`config.mk`:
```
export PLATFORM = sky130hd
export DESIGN_NAME = pixel_write_arbiter
export DESIGN_NICKNAME = d
export VERILOG_FILES = /design/src/rtl/pong_pkg.sv /design/src/rtl/rr_priority_pick.sv /design/src/rtl/pixel_write_arbiter.sv
export SDC_FILE = /design/constraint.sdc
export NUM_CORES = 1
export LEC_CHECK = 0
export ABC_AREA = 1
export BUFFER_PORTS_ARGS = -buffer_cell sky130_fd_sc_hd__buf_2
export CAP_MARGIN = 5
export CORE_ASPECT_RATIO = 1.5
export CORE_UTILIZATION = 45
export DETAILED_ROUTE_END_ITERATION = 6
export PLACE_DENSITY = 0.78
export RECOVER_POWER = 50
export SYNTH_ARGS = -nofsm -noshare
export SYNTH_HDL_FRONTEND = slang
export SYNTH_SLANG_ARGS = --single-unit
```
`constraint.sdc`:
```
create_clock -name clk -period 8.5 [get_ports clk]
set_clock_uncertainty 0.2 [all_clocks]
set_input_delay 0.425 -clock clk [delete_from_list [all_inputs] [get_ports clk]]
set_output_delay 0.425 -clock clk [all_outputs]
set_load 0.02 [all_outputs]
```
`src/rtl/pong_pkg.sv`:
```
// Shared definitions for the pong video path.
//   X_MAX_DEF / Y_MAX_DEF : default screen size in pixels
//   COLOUR_W              : width of a pixel colour (1 bit per R/G/B)
//   BLACK..YELLOW         : named colours
//   arb_state_t           : pixel write arbiter states
package pong_pkg;

  localparam int X_MAX_DEF = 160;
  localparam int Y_MAX_DEF = 120;
  localparam int COLOUR_W  = 3;

  // colour bits are {R, G, B}
  localparam logic [COLOUR_W-1:0] BLACK  = 3'b000;
  localparam logic [COLOUR_W-1:0] WHITE  = 3'b111;
  localparam logic [COLOUR_W-1:0] RED    = 3'b100;
  localparam logic [COLOUR_W-1:0] GREEN  = 3'b010;
  localparam logic [COLOUR_W-1:0] YELLOW = 3'b110;

  typedef enum logic {
    ARB    = 1'b0,
    LOCKED = 1'b1
  } arb_state_t;

endpackage

```
`src/rtl/rr_priority_pick.sv`:
```
// Rotating priority search.
//   valid : request vector
//   ptr   : index with highest priority this cycle
//   grant : one-hot grant to the first valid index at or after ptr (mod N)
//   idx   : binary index of the grant (equals ptr when nothing is valid)
module rr_priority_pick #(
  parameter int N  = 4,
  parameter int PW = 2
) (
  input  logic [N-1:0]  valid,
  input  logic [PW-1:0] ptr,
  output logic [N-1:0]  grant,
  output logic [PW-1:0] idx
);

  logic found;

  always_comb begin
    grant = '0;
    idx   = ptr;
    found = 1'b0;
    for (int k = 0; k < N; k++) begin
      if (!found && valid[(int'(ptr) + k) % N]) begin
        found = 1'b1;
        grant[(int'(ptr) + k) % N] = 1'b1;
        idx = PW'((int'(ptr) + k) % N);
      end
    end
  end

endmodule

```
`src/rtl/pixel_write_arbiter.sv`:
```
// Arbitrates pixel writes from NUM_REQ requesters onto one VGA write port.
// Round-robin between requesters; a requester may lock the port for a run
// of beats (up to LOCK_MAX) by holding req_lock. A frame tick restarts the
// rotation at index 0 at the next arbitration point.
//   clk, rst (async, active low)
//   frame                 : one-cycle frame tick
//   req_valid/req_lock    : per-requester handshake / keep-grant
//   req_x/req_y/req_colour: packed per-requester beat data
//   req_ready             : one-hot grant
//   plot, x, y, colour    : registered write port (latency 1)
//   busy                  : in a locked run
//   clip_count            : saturating off-screen beat counter
// Build option: define PIXEL_ARB_CLIP_EN to drop off-screen beats and count them.
module pixel_write_arbiter
  import pong_pkg::*;
#(
  parameter int NUM_REQ  = 4,
  parameter int X_MAX    = X_MAX_DEF,
  parameter int Y_MAX    = Y_MAX_DEF,
  parameter int LOCK_MAX = 255
) (
  input  logic                        clk,
  input  logic                        rst,
  input  logic                        frame,
  input  logic [NUM_REQ-1:0]          req_valid,
  input  logic [NUM_REQ-1:0]          req_lock,
  input  logic [NUM_REQ*8-1:0]        req_x,
  input  logic [NUM_REQ*8-1:0]        req_y,
  input  logic [NUM_REQ*COLOUR_W-1:0] req_colour,
  output logic [NUM_REQ-1:0]          req_ready,
  output logic                        plot,
  output logic [7:0]                  x,
  output logic [7:0]                  y,
  output logic [COLOUR_W-1:0]         colour,
  output logic                        busy,
  output logic [7:0]                  clip_count
);

  localparam int PW = (NUM_REQ > 1) ? $clog2(NUM_REQ) : 1;
  localparam int CW = $clog2(LOCK_MAX + 1);
  localparam logic [8:0] XM = 9'(X_MAX);
  localparam logic [8:0] YM = 9'(Y_MAX);
`ifdef PIXEL_ARB_CLIP_EN
  localparam bit CLIP_EN = 1'b1;
`else
  localparam bit CLIP_EN = 1'b0;
`endif

  logic [NUM_REQ-1:0][7:0]          xs, ys;
  logic [NUM_REQ-1:0][COLOUR_W-1:0] cs;
  assign xs = req_x;
  assign ys = req_y;
  assign cs = req_colour;

  arb_state_t    state, state_nx;
  logic [PW-1:0] rr_ptr, rr_ptr_nx, lock_owner, lock_owner_nx;
  logic [CW-1:0] lock_cnt, lock_cnt_nx;
  logic          frame_pend, frame_pend_nx;

  logic [NUM_REQ-1:0] pick_grant, grant;
  logic [PW-1:0]      pick_idx, gidx, gidx_inc;
  logic               accept, beat_lock, clip;

  rr_priority_pick #(.N(NUM_REQ), .PW(PW)) u_pick (
    .valid (req_valid),
    .ptr   (rr_ptr),
    .grant (pick_grant),
    .idx   (pick_idx)
  );

  always_comb begin
    grant = '0;
    gidx  = pick_idx;
    if (state == ARB) begin
      grant = pick_grant;
    end else begin
      grant[lock_owner] = 1'b1;
      gidx = lock_owner;
    end
  end

  // rst gates ready so nothing handshakes while reset is held
  assign req_ready = rst ? grant : '0;
  assign accept    = |(req_valid & req_ready);
  assign beat_lock = req_lock[gidx];
  assign gidx_inc  = (int'(gidx) == NUM_REQ - 1) ? '0 : gidx + 1'b1;
  assign clip      = CLIP_EN && (({1'b0, xs[gidx]} >= XM) || ({1'b0, ys[gidx]} >= YM));
  assign busy      = (state == LOCKED);

  always_comb begin
    state_nx      = state;
    rr_ptr_nx     = rr_ptr;
    lock_owner_nx = lock_owner;
    lock_cnt_nx   = lock_cnt;
    frame_pend_nx = frame_pend | frame;
    case (state)
      ARB: begin
        if (accept) begin
          if (beat_lock) begin
            // pointer and any pending frame are held until the run ends
            state_nx      = LOCKED;
            lock_owner_nx = gidx;
            lock_cnt_nx   = CW'(1);
          end else begin
            rr_ptr_nx     = (frame_pend | frame) ? '0 : gidx_inc;
            frame_pend_nx = 1'b0;
          end
        end
      end
      LOCKED: begin
        if (accept) begin
          lock_cnt_nx = lock_cnt + 1'b1;
          if (!beat_lock || (lock_cnt_nx >= CW'(LOCK_MAX))) begin
            state_nx      = ARB;
            rr_ptr_nx     = (frame_pend | frame) ? '0 : gidx_inc;
            frame_pend_nx = 1'b0;
          end
        end
      end
      default: state_nx = ARB;
    endcase
  end

  always_ff @(posedge clk or negedge rst) begin
    if (!rst) begin
      state      <= ARB;
      rr_ptr     <= '0;
      lock_owner <= '0;
      lock_cnt   <= '0;
      frame_pend <= 1'b0;
      plot       <= 1'b0;
      x          <= '0;
      y          <= '0;
      colour     <= '0;
    end else begin
      state      <= state_nx;
      rr_ptr     <= rr_ptr_nx;
      lock_owner <= lock_owner_nx;
      lock_cnt   <= lock_cnt_nx;
      frame_pend <= frame_pend_nx;
      plot       <= accept & ~clip;
      if (accept && !clip) begin
        x      <= xs[gidx];
        y      <= ys[gidx];
        colour <= cs[gidx];
      end
    end
  end

`ifdef PIXEL_ARB_CLIP_EN
  always_ff @(posedge clk or negedge rst) begin
    if (!rst)
      clip_count <= '0;
    else if (accept && clip && clip_count != 8'hFF)
      clip_count <= clip_count + 1'b1;
  end
`else
  assign clip_count = '0;
`endif

endmodule

```
=== Yosys cells after proc, flatten, opt, wreduce, memory -nomap -nowiden ===
Index checks and enable logic that the tools add are counted.

* Bits in registers: 34

* Add/subtract/negate cells: 5
* Order comparisons: 12
* Eq/ne operators: 6
* Mux-type cells: 63
* Bitwise logic cells: 9
* Reduce and logical (&&, ||, !) cells: 20

{| class="wikitable"
|+ Operator list
! cell !! number
|-
| $mux 8 || 5
|-
| $bmux 8 s2 || 2
|-
| $mux 1 || 24
|-
| $mux 4 || 6
|-
| $mux 2 || 10
|-
| $pmux 8 s2 || 1
|-
| $lt 3x4->1 const B || 3
|-
| $or 4x4->4 || 3
|-
| $bmux 1 s2 || 5
|-
| $demux 1 s2 || 5
|-
| $ge 3x1->1 const B || 3
|-
| $lt 2x3->1 const B || 3
|-
| $add 8x1->8 const B || 1
|-
| $ge 8x8->1 const B || 1
|-
| $logic_and 1x1->1 || 8
|-
| $bmux 3 s2 || 1
|-
| $ne 2x2->1 const B || 3
|-
| $reduce_and 3->1 || 2
|-
| $reduce_or 2->1 || 3
|-
| $add 2x1->2 const B || 2
|-
| $add 2x2->2 const B || 2
|-
| $and 4x4->4 || 1
|-
| $ge 2x1->1 const B || 2
|-
| $logic_not 1->1 || 4
|-
| other kinds (11) || 15
|}

=== Logic depth before layout (Yosys ltp) ===
Gate-level depths: netlist of run 1.

* Depth after elaboration: 22
* Depth in mapped cells: 20
* Depth with buffers taken out: 19

=== Modules after synthesis ===
From an unflattened synthesis of run 1, not the netlist that was laid out.

* Cells, all modules: 453
* Area, all modules: 2962.8 µm²

{| class="wikitable"
|+ Modules (own cells, without submodules)
! module !! instances !! cells each !! area each (µm²)
|-
| pixel_write_arbiter || 1 || 364 || 2424.8
|-
| rr_priority_pick || 1 || 89 || 538.0
|}

=== Least setup slack after synthesis of run 1 ===
OpenSTA, ideal clock, no wires.

* Path type: reg-to-reg
* Start point: register rr_ptr[1]
* End point: register rr_ptr[0]
* Library setup time: 0.065 ns
* Arrival time: 2.565 ns
* Data required time: 8.235 ns
* Path slack: 5.669 ns
* Stages on the path, launching flop included: 18
* Path buffers: 1
* Cells stage by stage: dfrtp_1 -> inv_2 -> ha_1 -> inv_1 -> nand3_1 -> nand2_1 -> nand2_4 -> nor2_8 -> nand2_2 -> nand2_2 -> nand2_4 -> nand2_8 -> inv_2 -> buf_2 -> ha_1 -> nor4_1 -> nand3_1 -> nand2_1

* Cells in the longest elaborated chain, start to end: 19
* Elaborated cells on any way between the ends: 82
* Classes of those cells: 4 x add/sub; 8 x order compare; 5 x eq/ne; 41 x mux; 7 x bitwise; 17 x reduce/logical

{| class="wikitable"
|+ Ends and longest elaborated chain
! what !! line !! source
|-
| start: declaration || pixel_write_arbiter.sv:56 || <nowiki>logic [PW-1:0] rr_ptr, rr_ptr_nx, lock_owner, lock_owner_nx;</nowiki>
|-
| start signal: assignment || pixel_write_arbiter.sv:137 || <nowiki>rr_ptr <= rr_ptr_nx;</nowiki>
|-
| $add 2x1->2 / $bmux 1 s2 (equally long branches) || rr_priority_pick.sv:23 || <nowiki>if (!found && valid[(int'(ptr) + k) % N]) begin</nowiki>
|-
| $bmux 1 s2 / $mux 1 (equally long branches) || rr_priority_pick.sv:23 ||
|-
| $mux 1 (implied by the code) || rr_priority_pick.sv:23 ||
|-
| $mux 1 (implied by the code) / $logic_not 1->1 (equally long branches) || rr_priority_pick.sv:23 ||
|-
| $logic_and 1x1->1 || rr_priority_pick.sv:23 ||
|-
| $mux 1 || rr_priority_pick.sv:23 ||
|-
| $logic_not 1->1 || rr_priority_pick.sv:23 ||
|-
| $logic_and 1x1->1 || rr_priority_pick.sv:23 ||
|-
| [4 not listed] || - ||
|-
| $mux 2 (*) || pixel_write_arbiter.sv:74 || <nowiki>if (state == ARB) begin</nowiki>
|-
| via gidx[0] || pixel_write_arbiter.sv:61 || <nowiki>logic [PW-1:0] pick_idx, gidx, gidx_inc;</nowiki>
|-
| $add 2x1->2, or another cell as far along || pixel_write_arbiter.sv:86 || <nowiki>assign gidx_inc = (int'(gidx) == NUM_REQ - 1) ? '0 : gidx + 1'b1;</nowiki>
|-
| $mux 2 / $mux 1 (equally long branches) || pixel_write_arbiter.sv:86, pixel_write_arbiter.sv:85 ||
|-
| $mux 2 / $logic_not 1->1 (equally long branches) || pixel_write_arbiter.sv:105, pixel_write_arbiter.sv:115, pixel_write_arbiter.sv:113 ||
|-
| $mux 2, or another cell as far along || pixel_write_arbiter.sv:113 || <nowiki>if (!beat_lock || (lock_cnt_nx >= CW'(LOCK_MAX))) begin</nowiki>
|-
| $mux 2, or another cell as far along || pixel_write_arbiter.sv:111 || <nowiki>if (accept) begin</nowiki>
|-
| $pmux 2 s2 / $reduce_and 4->1 (equally long branches) || - ||
|}

The timed path passes the listed nets; every way through them passes the cells marked *. The select of a mux whose other input is x is not followed.
A chain may end at the register's enable or synchronous reset.

=== Worst setup path after layout of run 1 ===
* Start point: register rr_ptr[0]
* End point: register rr_ptr[0]

* Cells in the longest elaborated chain, start to end: 19
* Elaborated cells on any way between the ends: 82
* Classes of those cells: 4 x add/sub; 8 x order compare; 5 x eq/ne; 41 x mux; 7 x bitwise; 17 x reduce/logical

{| class="wikitable"
|+ Ends and longest elaborated chain
! what !! line !! source
|-
| $add 2x1->2 / $bmux 1 s2 (equally long branches) || rr_priority_pick.sv:23, rr_priority_pick.sv:25, rr_priority_pick.sv:26 ||
|-
| $reduce_or 2->1 (no source line), or another cell as far along || - ||
|-
| $and 1x1->1 (no source line) / $mux 1 (equally long branches) || - ||
|-
| $lt 3x4->1 (implied by the code), or another cell as far along || rr_priority_pick.sv:25 || <nowiki>grant[(int'(ptr) + k) % N] = 1'b1;</nowiki>
|-
| $logic_and 1x1->1, on equally long branches || rr_priority_pick.sv:25, rr_priority_pick.sv:23 ||
|-
| $mux 1, on equally long branches || rr_priority_pick.sv:25, rr_priority_pick.sv:23 ||
|-
| $demux 1 s2 / $logic_not 1->1 (equally long branches) || - ||
|-
| $or 4x4->4 (no source line) / $logic_and 1x1->1 (equally long branches) || - ||
|-
| [3 not listed] || - ||
|-
| $or 4x4->4 (no source line) / $mux 2 (equally long branches) || - ||
|-
| $mux 4 / $mux 2 (equally long branches) || rr_priority_pick.sv:23, pixel_write_arbiter.sv:74 ||
|-
| $mux 4, or another cell as far along || pixel_write_arbiter.sv:74 ||
|-
| $mux 4, or another cell as far along || pixel_write_arbiter.sv:83 || <nowiki>assign req_ready = rst ? grant : '0;</nowiki>
|-
| $and 4x4->4, or another cell as far along || pixel_write_arbiter.sv:84 || <nowiki>assign accept = |(req_valid & req_ready);</nowiki>
|-
| $reduce_or 4->1, or another cell as far along || pixel_write_arbiter.sv:84 ||
|-
| $ne 2x2->1 (no source line), or another cell as far along || - ||
|-
| $reduce_and 4->1 (no source line) / $pmux 2 s2 (equally long branches) || - ||
|}

Several ways; a longest one is shown, not always the timed one. The select of a mux whose other input is x is not followed.

==> key figures, run 1 <==
Floorplanning
  – Initial Utilization: 0.466
  – Die ar.: 7050 µm²
  – IO Pins: 120
  – Core area: 6490 µm²
  – Rows: 36
  – Die Y: 102 µm
  – Chip Width: 68.9 µm

Timing
  – RSZ-0062 raised after global routing: false
  – Ratio of final minimum period to clock period: 0.422
  – Tightest Pin Transition: 2100 ps
  – Slew Viols, Final: 39
  – Slew HR: -0.397
  – Fin worst setup slack: 4910 ps
  – Hold Vio Cnt, Final: 0
  – Final Setup Violations: 0
  – Setup TNS: 0 ps
  – Min Clock Period, post-route: 3590 ps
  – Fmax: 279 MHz

Routing
  – First-pass DRT Iterations: 5
  – # DRC: 0
  – Final wirelength: 8160 µm
  – Routed len/inst: 12.9 µm
  – Starting DRT DRC Count: 117
  – Vias per cell: 5.15
  – Routed vias: 3264
  – Final ANT Viol Nets: 0

GRT
  – First-pass GRT wire length: 12800 µm
  – Global Route Usage Sum: 0.241
  – Largest net degree at the start of global routing: 61
  – Number of global-route vias before repair: 2982
  – Initial antenna violation count: 0
  – GR Overflow Total: 0

Logic synthesis
  – Dominant synthesized flop cell: dfrtp_1
  – Number of synthesized flops with an enable pin: 0
  – Post-synthesis cell area: 3020 µm²
  – Synth Register Bits: 34
  – Yosys cell types: 33
  – Post-Syn Instances: 458
  – Synthesis warning total: 0
  – Post-synthesis sequential area ratio: 0.282
  – Syn Area/Cell: 6.60 µm²
  – Async S/R FF share, synth: 1.00

Power
  – PD cells: 448 nW/µm²
  – Max VDD drop: 246 µV
  – Leak: 2.07 nW

Clock network
  – Clock slew at reported path FFs: 80 ps
  – Post_cts resized: 0
  – Num CTS Buffers: 5
  – Hold-fix buffers, CTS: 0
  – H-tree depth reported by CTS: 2
  – Clock Tree Buf Depth: 2
  – # Post-CTS Setup Buffers: 0
  – Worst-Skew Late Latency: 300 ps
  – Clock sinks: 34
  – CTS tree: yes
  – Clk root buf: clkbuf_8

Finish
  – Commonest cells after routing, fill and taps aside: 170 x nand2_1, 98 x buf_2, 40 x inv_1
  – P&R area growth vs syn: 19.5%
  – # diodes: 0
  – Post-Layout Cell Count: 634
  – Layout cells sized above 1: 0.249
  – Fin nets: 655
  – Most common cell after layout, fill and taps aside: nand2_1

Min path
  – Hold/Removal Path Class: in -> reg

Critical path
  – Critical path depth: 16
  – Worst path slowest cell: dfrtp_1
  – WS Path Type: reg -> reg
  – R2R cell count: 16
  – Max FO, Critical Path: 60
  – Startpoint class of the critical path: flip-flop
  – CP cell instances: inv_4 > ha_1 > inv_1 > nand3_1 > nand2_1 > nand2_4 > nor2_8 > nand2_2 > nand2_2 > nand2_4 > nand2_8 > inv_2 > ha_1 > nor4_1 > nand3_1 > nand2_1
  – Crit path buf inv count: 3
  – R2R Path End: rr_ptr[0]
  – CP max stage delay: 690 ps
  – CP Capture Type: flip-flop
  – CP required: 8530 ps
  – Worst endpoint data arrival time: 3620 ps
  – Crit path to: rr_ptr[0]
  – Cell family with most CP delay: simple AND/OR/NAND/NOR gates
  – R2R Setup Slk: 4910 ps
  – FF-to-FF Start: rr_ptr[0]
  – Crit path launch: rr_ptr[0]

Placed design
  – Port bufs: 111
  – Gp weighted congestion: 0.896
  – Final HPWL DP: 6070 µm
  – Setup WS pre-CTS: 4940 ps
  – Inst Count DP: 626

Status
  – Run status: finished, violations left
  – Violations in the final reports: max-capacitance violations, max-slew violations

Job
  – Maxcap violations: 1
-- registers in the layout (all words and copies together) (netlist names) --
signal and count:
busy 1, plot 1, frame_pend 1, lock_owner 2
lock_cnt 8, colour 3, rr_ptr 2, x 8
y 8
-- worst min-delay path, cell delays in order --
cell     delay, ps
buf_2          110
nor2_1          60
a21oi_1        110
-- worst min path at each step --
stage               start         end  cells after the start  slack [ps]
global placement     y[1]        y[1]                      2         260
detailed placement   x[7]        x[7]                      2         260
CTS                   rst        y[3]                      1          60
finish              frame  frame_pend                      3         260
global route        frame  frame_pend                      3         270
floorplan             rst        busy                      0         -70
-- report_power, final --
group          switching [mW]  internal (mW)
registers              0.0633          0.235
clock network          0.0679          0.118
logic                   0.777          0.355
total                   0.908          0.708
-- cells in the mapped netlist, types with 6 or more instances --
cell type	number	share of area
o21ai_1	11	0.018
nand3_1	38	0.063
buf_2	9	0.015
inv_1	40	0.050
nor2_1	37	0.046
dfrtp_1	34	0.28
nand2_1	170	0.21
buf_4	11	0.027
o22ai_1	19	0.039
nor2_2	11	0.023
nand2_2	7	0.014
o21ai_0	13	0.022
nand4_1	6	0.012
ha_1	11	0.046
-- area by class of cell --
| class | instances | area [µm²] |
|---|---|---|
| Clock buffer | 5 | 68.8 |
| Clock inverter | 3 | 68.8 |
| Fill cell | 650 | 2880 |
| Inverter | 44 | 168 |
| Multi-Input combinational cell | 360 | 1810 |
| Sequential cell | 34 | 851 |
| Tap cell | 76 | 95.1 |
| Timing Repair Buffer | 112 | 547 |
-- cell families after synthesis --
family	synth area share
other	0.00124
adder cells (fa/ha/maj)	0.0455
flip-flops	0.282
AO/OA/AOI/OAI	0.0911
AND/OR/NAND/NOR	0.436
buffers and inverters	0.128
XOR/XNOR	0.0174
-- metrics by stage --
| stage | hold WS (ps) | total power [mW] | util | cell area (µm²) |
|---|---|---|---|---|
| final | 257 | 1.62 | 0.557 | 3610 |
| after global routing | 268 | 1.77 | 0.557 | 3610 |
| after CTS | 61.2 | 1.63 | 0.559 | 3630 |
| after detailed placement | 260 | 1.44 | 0.538 | 3490 |
| after global placement | 257 | 1.41 | 0.538 | 3490 |
| after floorplan | -70.6 | 1.28 | - | 3050 |
-- layer usage --
layer,GRT usage,routed length [µm]
met1,0.273,3310
met2,0.420,4170
met4,0.129,256
met3,0.0368,418
met5,0,0
No activity file was read; power rests on OpenSTA's default activity.
==> run 2: changes to the inputs <==
PLACE_DENSITY = 0.81   (was 0.78)
clock period = 2.9 ns   (was 8.5 ns; I/O delays follow)
==> key figures, run 2 (synthesis results as in run 1) <==
Routing
  – # DRC: 0
  – Vias per cell: 5.14
  – Routed vias: 3325
  – First-pass DRT Iterations: 4
  – Final ANT Viol Nets: 0
  – Final wirelength: 8060 µm
  – Routed len/inst: 12.5 µm
  – Starting DRT DRC Count: 138

Finish
  – Design Area, Final: 3740 µm²
  – Fillers: 613
  – Fin nets: 668
  – Post-Layout Cell Count: 647
  – Layout cells sized above 1: 0.263
  – Most common cell after layout, fill and taps aside: nand2_1
  – Commonest cells after routing, fill and taps aside: 170 x nand2_1, 98 x buf_2, 40 x inv_1
  – Regs by FF count: lock_cnt: 8 flops, x: 8 flops, y: 8 flops
  – # diodes: 0
  – P&R area growth vs syn: 23.9%

Critical path
  – Worst path slowest cell: dfrtp_1
  – WS Path Type: reg -> reg
  – CP dominant cell by count: nand2_1
  – CP Capture Type: flip-flop
  – CP required: 2920 ps
  – CP max stage delay: 390 ps
  – CP cell instances: inv_4 > ha_1 > inv_1 > nand3_1 > nand2_1 > nand2_1 > nand2_1 > nand2_1 > nand2_1 > nand2_2 > nand2_4 > nand2_8 > inv_2 > buf_4 > o21ai_0 > o22ai_1 > nand2_1 > nand2_1
  – Startpoint class of the critical path: flip-flop
  – Worst endpoint data arrival time: 2700 ps
  – Max FO, Critical Path: 21

GRT
  – Number of global-route vias before repair: 3191
  – Met2 usage: 0.461
  – GR Overflow Total: 0
  – Met3 GRT Util: 0.0357
  – Global Route Usage Sum: 0.255
  – Largest net degree at the start of global routing: 58
  – GRT Max-Usage Layer: met2
  – Initial antenna violation count: 0
  – First-pass GRT wire length: 13700 µm
  – Global routing usage on met1: 0.288

Placed design
  – Setup WS pre-CTS: 51.0 ps
  – Post-placement cell area: 3580 µm²
  – Gp weighted congestion: 0.881
  – Final HPWL DP: 6170 µm
  – Inst Count DP: 637
  – Port bufs: 111

Timing
  – Fin worst setup slack: 222 ps
  – Ratio of final minimum period to clock period: 0.924
  – Hold Vio Cnt, Final: 0
  – Slew Viols, Final: 0
  – Fmax: 373 MHz
  – Final Setup Violations: 0
  – Min Clock Period, post-route: 2680 ps

Floorplanning
  – Core area: 6490 µm²
  – Initial Utilization: 0.466
  – Rows: 36
  – Die Y: 102 µm
  – IO Pins: 120
  – Die ar.: 7050 µm²
  – Chip Width: 68.9 µm

Clock network
  – Clock slew at reported path FFs: 70 ps
  – Clock Tree Buf Depth: 2
  – Worst-Skew Late Latency: 280 ps
  – Clk root buf: clkbuf_8
  – CTS tree: yes
  – H-tree depth reported by CTS: 2
  – Clock sinks: 34
  – Num CTS Buffers: 5
  – # Post-CTS Setup Buffers: 0

Status
  – Run status: finished clean

Power
  – Leak: 2.14 nW
  – Max VDD drop: 890 µV
  – PD cells: 1330 nW/µm²

Min path
  – Hold/Removal Path Class: in -> reg

Job
  – Maxcap violations: 0
[run 2: what timing repair did]
action                                  4_1_cts  5_1_grt
endpoints found under the setup margin        0       19
gates resized for setup                       0        4
hold endpoints to repair                     36        0
hold buffers                                  2        0
[run 2: path summary, 6_finish.rpt]
path / from / endpoint / cells after the start / slack [ps]
max reg2reg: rr_ptr[0] / colour[2] / 18 / 220
max in group asynchronous: rst / colour[0] / 3 / 1910
min in group asynchronous: rst / plot / 3 / 260
min: req_y[28] / y[4] / 5 / 30
min reg2reg: y[4] / y[4] / 2 / 280
max: rr_ptr[0] / colour[2] / 18 / 220
[run 2: power by group]
| part | switching (mW) | internal [mW] |
|---|---|---|
| Clock | 0.177 | 0.367 |
| Sequential | 0.145 | 0.690 |
| Combinational | 2.38 | 1.23 |
| Total | 2.70 | 2.29 |
[run 2: area by class of cell]
class                   instances  area, µm²  share of cell area
inverters                      44        168              0.0448
repair buffers                125        674               0.180
clock inverters                 2       60.1              0.0160
flip-flops and latches         34        851               0.227
well taps                      76       95.1              0.0254
multi-input cells             360       1810               0.484
clock buffers                   6       82.6              0.0221
[run 2: through the flow]
step	util	TNS (ps)	hold slack, ps	total power, mW
floorplan	-	0	-351	3.75
global placement	0.552	0	26.7	4.33
detailed placement	0.552	0	36.0	4.42
CTS	0.578	0	24.9	4.99
global route	0.577	-0.315	42.1	5.53
finish	0.577	0	29.1	4.99
[run 2: per-layer routing]
layer / routed length, µm / up-vias
met2: 4310 / 114
met4: 245 / 0
met3: 348 / 16
li1: - / 1665
met5: 0 / -
met1: 3160 / 1530
[run 2: critical path, delay by kind of cell (launching register included)]
| family | cells | cell delay [ps] |
|---|---|---|
| compound gates | 2 | 260 |
| buf+inv | 4 | 470 |
| fa+ha+maj | 1 | 350 |
| simple gates | 11 | 920 |
| flops | 1 | 390 |
==> run 3: changes to the inputs <==
CAP_MARGIN = 15   (was 5)
CTS_CLUSTER_SIZE = 20   (was not set)
REMOVE_ABC_BUFFERS = 1   (was not set)
==> key figures, run 3 (synthesis results as in run 1) <==
Placed design
  – Final HPWL DP: 5850 µm
  – Port bufs: 111
  – Gp weighted congestion: 0.878
  – Setup WS pre-CTS: 100 ps
  – Post-placement cell area: 3580 µm²
  – Inst Count DP: 636

Critical path
  – CP required: 2930 ps
  – CP max stage delay: 410 ps
  – R2R Setup Slk: 230 ps
  – CP cell instances: inv_4 > ha_2 > inv_2 > nand3_1 > nand2_2 > nand2_4 > nor2_8 > nand2_1 > nand4_1 > nand4_1 > nand2_1 > nor2_4 > buf_4 > nor2_4 > nand2_1 > nand2_1
  – CP dominant cell by count: nand2_1
  – Worst endpoint data arrival time: 2690 ps
  – Max FO, Critical Path: 7
  – CP Capture Type: flip-flop
  – Startpoint class of the critical path: flip-flop
  – WS Path Type: reg -> reg
  – Worst path slowest cell: dfrtp_1

Clock network
  – Worst-Skew Late Latency: 290 ps
  – Clock Tree Buf Depth: 2
  – CTS tree: yes
  – Num CTS Buffers: 5
  – Clock slew at reported path FFs: 70 ps
  – Clock sinks: 34
  – Clk root buf: clkbuf_8
  – H-tree depth reported by CTS: 2

Finish
  – # diodes: 0
  – Reg area: 851 µm²
  – Fin nets: 673
  – Fillers: 638
  – Post-Layout Cell Count: 652
  – Most common cell after layout, fill and taps aside: nand2_1
  – Final core utilization: 0.577
  – Commonest cells after routing, fill and taps aside: 167 x nand2_1, 98 x buf_2, 39 x inv_1
  – Layout cells sized above 1: 0.276
  – Design Area, Final: 3740 µm²
  – Regs by FF count: lock_cnt: 8 flops, x: 8 flops, y: 8 flops
  – P&R area growth vs syn: 23.8%
  – Multi-input gate area: 1840 µm²

Timing
  – Fin worst setup slack: 233 ps
  – Slew Viols, Final: 0
  – Final Setup Violations: 0
  – Min Clock Period, post-route: 2670 ps
  – Fmax: 375 MHz
  – Ratio of final minimum period to clock period: 0.920
  – Hold Vio Cnt, Final: 0

GRT
  – Initial antenna violation count: 0
  – First-pass GRT wire length: 12900 µm
  – GR Overflow Total: 0
  – Global Route Usage Sum: 0.238
  – Largest net degree at the start of global routing: 55
  – Number of global-route vias before repair: 3081

Power
  – Leak: 2.14 nW
  – PD cells: 1310 nW/µm²
  – Max VDD drop: 815 µV
  – Tot Pwr: 4.89 mW

Floorplanning
  – IO Pins: 120
  – Die Y: 102 µm
  – Core area: 6490 µm²
  – Initial Utilization: 0.466
  – Chip Width: 68.9 µm
  – Die ar.: 7050 µm²
  – Rows: 36

Routing
  – Final wirelength: 7790 µm
  – Routed vias: 3295
  – Vias per cell: 5.05
  – First-pass DRT Iterations: 4
  – Starting DRT DRC Count: 155
  – Routed len/inst: 11.9 µm
  – Final ANT Viol Nets: 0
  – # DRC: 0

Min path
  – Hold/Removal Path Class: in -> reg

Status
  – Run status: finished clean

Job
  – Maxcap violations: 0
[run 3: path summary, 6_finish.rpt]
check / startpoint / to / cells past startpoint
setup reg to reg: rr_ptr[1] / lock_cnt[3] / 16
max in group asynchronous: rst / x[3] / 3
hold reg to reg: x[1] / x[1] / 2
hold / removal: req_x[31] / x[7] / 5
setup / recovery: rr_ptr[1] / lock_cnt[3] / 16
min in group asynchronous: rst / lock_cnt[5] / 3
[run 3: through the flow]
stage	setup TNS (ps)	hold slack [ps]
after floorplan	-4970	-351
after global placement	0	28.1
after detailed placement	0	33.5
after global routing	-10.2	39.5
final	0	23.4
after CTS	0	16.7
[run 3: timing repair]
| action | 4_1_cts | 5_1_grt |
|---|---|---|
| setup endpoints to repair | 0 | 34 |
| hold endpoints to repair | 36 | 0 |
| hold buffers | 2 | 0 |
| buffers inserted | 0 | 5 |
| gates resized for setup | 0 | 11 |
[run 3: critical path: cells and delay by family (launching register included)]
family / cells / cell delay [ps]
and+or+nand+nor: 12 / 1320
DFF: 1 / 410
buffers and inverters: 3 / 360
adders and majority gates: 1 / 310
[run 3: power by group]
| part | internal (mW) | switching (mW) |
|---|---|---|
| Combinational | 1.28 | 2.43 |
| Clock | 0.191 | 0.169 |
| Sequential | 0.691 | 0.132 |
| Total | 2.16 | 2.73 |
[run 3: area by class of cell]
type                    instances  area share
clock buffers                   7      0.0231
clock inverters                 1     0.00134
multi-input cells             361       0.491
repair buffers                129       0.185
well taps                      76      0.0254
flip-flops and latches         34       0.228
inverters                      44      0.0462
[run 3: per-layer routing]
metal / GRT usage / share of wire
met4: 0.137 / 0.049
met1: 0.267 / 0.39
met5: 0 / 0
met2: 0.415 / 0.51
met3: 0.0324 / 0.050
